[config.mk]
export PLATFORM = sky130hd
export DESIGN_NAME = control
export DESIGN_NICKNAME = d
export VERILOG_FILES = /design/src/rtl/control.sv
export SDC_FILE = /design/constraint.sdc
export NUM_CORES = 1
export LEC_CHECK = 0
export ABC_CLOCK_PERIOD_IN_PS = 1900
export BUFFER_PORTS_ARGS = -buffer_cell sky130_fd_sc_hd__buf_2
export CAP_MARGIN = 20
export CORE_AREA = 2 2 39 41
export DETAILED_ROUTE_END_ITERATION = 8
export DIE_AREA = 0 0 41 43
export GPL_ROUTABILITY_DRIVEN = 0
export GPL_TIMING_DRIVEN = 0
export PLACE_DENSITY = 0.44
export SLEW_MARGIN = 20
export SYNTH_ARGS = -nofsm -noshare
export SYNTH_HDL_FRONTEND = slang
export SYNTH_SLANG_ARGS = --single-unit
[constraint.sdc]
create_clock -name Clk -period 1.9 [get_ports Clk]
set_clock_uncertainty 0.05 [all_clocks]
set_input_delay 0.19 -clock Clk [delete_from_list [all_inputs] [get_ports Clk]]
set_output_delay 0.19 -clock Clk [all_outputs]
set_load 0.005 [all_outputs]
[src/rtl/control.sv]
// -----------------------------------------------------------------------------
// control -- sequencing FSM for a shift-and-add multiplier.
//
// The controller walks the datapath through one load step, then through each
// multiplier bit. A bit of 1 costs an add cycle followed by a shift cycle. A
// bit of 0 costs a single shift cycle. After the last shift it raises a
// one-cycle done, then returns to idle.
//
// State encoding is fixed (2-bit binary):
//   S0 = 00  idle, waiting for St
//   S1 = 01  test multiplier LSB: add (M=1) or shift (M=0)
//   S2 = 10  shift that follows an add
//   S3 = 11  done
//
// Ports:
//   Clk   in   system clock, all state changes on the rising edge
//   Rst   in   synchronous active-high reset, forces S0
//   St    in   start request (looked at only in S0)
//   M     in   current multiplier bit (LSB of the product register)
//   K     in   bit-counter terminal flag, looked at only while Sh=1
//   Load  out  Mealy: load operands, clear the accumulator (S0 and St)
//   Ad    out  Mealy: add the multiplicand into the accumulator (S1 and M)
//   Sh    out  Mealy: shift the product right, advance the counter
//   Done  out  Moore: multiplication complete (S3)
//   Idle  out  Moore: controller is waiting for St (S0)
//   State out  2-bit registered state, present only when CONTROL_DBG_STATE_EN
//              is defined
//
// Build option:
//   CONTROL_DBG_STATE_EN -- when defined, adds the debug output State.
//                           Behaviour is otherwise the same.
// -----------------------------------------------------------------------------
module control (
  input  logic       Clk,
  input  logic       Rst,
  input  logic       St,
  input  logic       M,
  input  logic       K,
  output logic       Load,
  output logic       Ad,
  output logic       Sh,
  output logic       Done,
  output logic       Idle
`ifdef CONTROL_DBG_STATE_EN
  ,
  output logic [1:0] State
`endif
);

  typedef enum logic [1:0] {
    S0_IDLE  = 2'b00,
    S1_TEST  = 2'b01,
    S2_SHIFT = 2'b10,
    S3_DONE  = 2'b11
  } state_t;

  state_t state;
  state_t state_nxt;

  // ---------------------------------------------------------------------------
  // State register. Reset is synchronous and takes priority over every input,
  // including an operation that is still in progress.
  // ---------------------------------------------------------------------------
  // NOTE: sequential state uses non-blocking (<=) so every flop samples the
  // pre-edge values. Combinational blocks below use blocking (=).
  always_ff @(posedge Clk) begin
    if (Rst) begin
      state <= S0_IDLE;
    end else begin
      state <= state_nxt;
    end
  end

  // ---------------------------------------------------------------------------
  // Next-state logic.
  // ---------------------------------------------------------------------------
  // NOTE: the default assignment at the top of the block means every path
  // drives state_nxt. Without it, a missed branch would infer a latch.
  always_comb begin
    state_nxt = state;
    case (state)
      S0_IDLE: begin
        if (St) begin
          state_nxt = S1_TEST;
        end
      end
      S1_TEST: begin
        // M=1 always goes through the add/shift pair, so K is not looked at
        // until the shift cycle in S2.
        if (M) begin
          state_nxt = S2_SHIFT;
        end else if (K) begin
          state_nxt = S3_DONE;
        end
      end
      S2_SHIFT: begin
        state_nxt = K ? S3_DONE : S1_TEST;
      end
      S3_DONE: begin
        // St is ignored here. A held St restarts from S0 on the next cycle.
        state_nxt = S0_IDLE;
      end
      default: begin
        state_nxt = S0_IDLE;
      end
    endcase
  end

  // ---------------------------------------------------------------------------
  // Output decode. Load/Ad/Sh depend on the current inputs (Mealy).
  // Idle/Done depend only on the state (Moore). Only one strobe per state can
  // be raised, so Load/Ad/Sh/Done are mutually exclusive by construction.
  // ---------------------------------------------------------------------------
  always_comb begin
    Load = 1'b0;
    Ad   = 1'b0;
    Sh   = 1'b0;
    Done = 1'b0;
    Idle = 1'b0;
    case (state)
      S0_IDLE: begin
        Idle = 1'b1;
        Load = St;
      end
      S1_TEST: begin
        Ad = M;
        Sh = ~M;
      end
      S2_SHIFT: begin
        Sh = 1'b1;
      end
      S3_DONE: begin
        Done = 1'b1;
      end
      default: begin
        Idle = 1'b0;
      end
    endcase
  end

`ifdef CONTROL_DBG_STATE_EN
  assign State = state;
`endif

`ifndef SYNTHESIS
  // Guard on the strobe exclusivity that the datapath relies on.
  always_ff @(posedge Clk) begin
    if (!Rst) begin
      assert ($countones({Load, Ad, Sh, Done}) <= 1)
        else $error("control: more than one datapath strobe active");
    end
  end
`endif

endmodule

==> results.yml <==
clock_tree:
  cts_tree: "built"
  post-cts-setup-buffer-count: 0
  worstSkewPairLatency_ns: 0.23
  cts_buffers: 3
  htree_levels: 1
  cts_sinks: 2
  clk_pin_slew_ns: 0.03
  cts_resized: 0
  clockRootBuffer: "clkbuf_4"
  holdBufCountCts: 0
  clk_path_buf_depth: 2
logic_synthesis:
  synth-seq-cells: 2
  ys.flop_type: "dfxtp_1"
  synth_most_common_cell: "ha_1"
  synth_cell_type_count: 16
  synth_top_cells_by_area: "ha_1 (34%), dfxtp_1 (18%), or3b_4 (5.2%), and2b_4 (4.6%), a21oi_2 (4.0%)"
  ys_warn_count: 0
  async_flop_share_pct: 0
  synthCells: 23
  syn_avg_cell_area_um2: 9.47
  synth-edff-count: 0
  post-synth-top-area-cell: "ha_1"
  yosysSeqAreaShare_pct: 18.4
  synth_common_cells: "ha_1 (6), dfxtp_1 (2), inv_1 (2)"
  synth.top_cell.area_share_pct: 34.5
  syn_area_um2: 218
  synth_fp_nets: 34
drt:
  top_layer: "met4"
  wire_per_inst_um: 7.96
  drt_iter0_drc: 2
  drc: 0
  wl_met3_um: 18
  wl_met1_um: 142
  avgViaCountPerCell: 3.92
  vias: 200
  antenna_left: 0
  wl_um: 406
  dr.pass1.iters: 4
  wl_met2_um: 231
power_and_ir_drop:
  p_leak_nw: 0.148
  power.total_mw: 0.271
  max-vdd-ir-drop_mv: 0.166
  power_density_nw_per_um2: 888
setup_path:
  crit_arrival_ns: 1.34
  slowest_delay_ns: 0.34
  startpoint_type: "flop"
  r2r-end: "state[1]"
  cp_num_buf_inv: 2
  cp_top_family: "flip-flops"
  ff2ff_path_depth: 5
  crit_chain: "inv_1 -> ha_1 -> and2b_4 -> o21a_1 -> buf_2"
  r2r-start: "state[1]"
  required_ns: 1.66
  cp_slowest_cell: "dfxtp_1"
  reg2reg_slack_ns: 0.44
  crit_type: "reg2out"
  crit_path_end_kind: "primary output"
  cp_max_fo: 6
global_routing:
  grt_pass1_wl_um: 627
  antenna_found_initial: 0
  grt_usage_pct: 5.91
  grt_max_degree: 7
  first_global_vias: 186
  grt_overflow: 0
min_path:
  worst_hold_path.num_cells: 2
  hold_class: "in2reg"
  hold-path-endpoint: "state[1]"
  hold_path_startpoint: "Rst"
final_layout:
  fin_util_pct: 22.1
  fin_nets: 48
  drive_gt1_share_pct: 45.7
  diodes: 0
  top_regs: "state x2"
  syn2layout_area_growth_pct: 40.2
  largest_register_ffs: 2
  largest-register: "state"
die:
  initial_core_util_pct: 15.7
  die_area_um2: 1760
  fp.dieH_um: 43
  io_pins: 10
  die_w_um: 41
  core_area_um2: 1380
  fp-row-count: 14
sta:
  final-setup-viol-count: 0
  finalMaxSlewViolations: 0
  slew_headroom_pct: 86.4
  fin_crit_sh_pct: 83.3
  max_freq_ghz: 0.631
  hold_viol: 0
  worst_slack_ns: 0.316
  min_period_ns: 1.58
  tightestPinTransition_ns: 0.203
  setup_tns_ns: 0
  rsz0062_at_grt: "false"
run:
  maxCapViolCount: 0
placed_design:
  dp_slack_ns: 0.446
  hpwlAfterDp_um: 320
  io_buffers: 9
run_status:
  outcome: "finished clean"
## worst register-to-register path: cells and delay by family (launching register included)
kind,cells,cell delay [ns]
fa+ha+maj,1,0.17
flops,1,0.31
buf+inv,1,0.16
compound gates,2,0.32
simple gates,1,0.39
## per-stage QoR
step           std cells  hold slack, ns  cell area, um2
2_1_floorplan         23           0.202             218
3_3_place_gp          48           0.329             283
3_5_place_dp          48           0.322             283
4_1_cts               51          0.0875             305
5_1_grt               51          0.0943             305
6_report              51          0.0896             305
## how the worst max path moves through the flow
stage	startpoint	end	slack (ns)	cells after the start
after CTS	state[1]	Sh	0.31	5
after floorplan	state[1]	state[1]	0.53	5
after detailed placement	state[1]	state[1]	0.45	5
final	state[1]	Sh	0.32	5
after global routing	state[1]	Sh	0.25	5
after global placement	state[1]	state[1]	0.43	5
## metal layers
metal	vias up	track usage [%]
met5	-	0
met4	0	8.00
met3	2	3.14
met2	7	8.75
met1	87	4.15
li1	104	-
## logic make-up after synthesis
kind of cell / share of synthesized area, %
simple gates: 25.9
fa+ha+maj: 34.5
flops: 18.4
compound gates: 17.8
buf+inv: 3.45
## power breakdown
part           internal (mW)  switching [mW]  total [mW]
Combinational         0.0578          0.0543       0.112
Sequential            0.0516          0.0118      0.0634
Clock                 0.0698          0.0259      0.0957
Total                  0.179          0.0920       0.271
## cell usage in the layout (no fill, tap or decap)
cell type and instances:
a21oi_2 1, or3b_4 1, a21oi_1 1, and2b_4 1
inv_1 2, nand4_1 1, dfxtp_1 2, clkbuf_4 3
buf_2 9, a31o_1 1, nand2b_1 1, o21a_1 1
and2_2 1, ha_1 6, and2_1 1, nand2_1 1
nor3_1 1, a311oi_1 1
## layout make-up
cell class / instances / area [um2]
fillers: 168 / 1080
well taps: 16 / 20.0
flip-flops and latches: 2 / 40.0
repair buffers: 9 / 45.0
clock buffers: 3 / 22.5
multi-input cells: 19 / 170
inverters: 2 / 7.51
(Power assumes the default switching activity.)
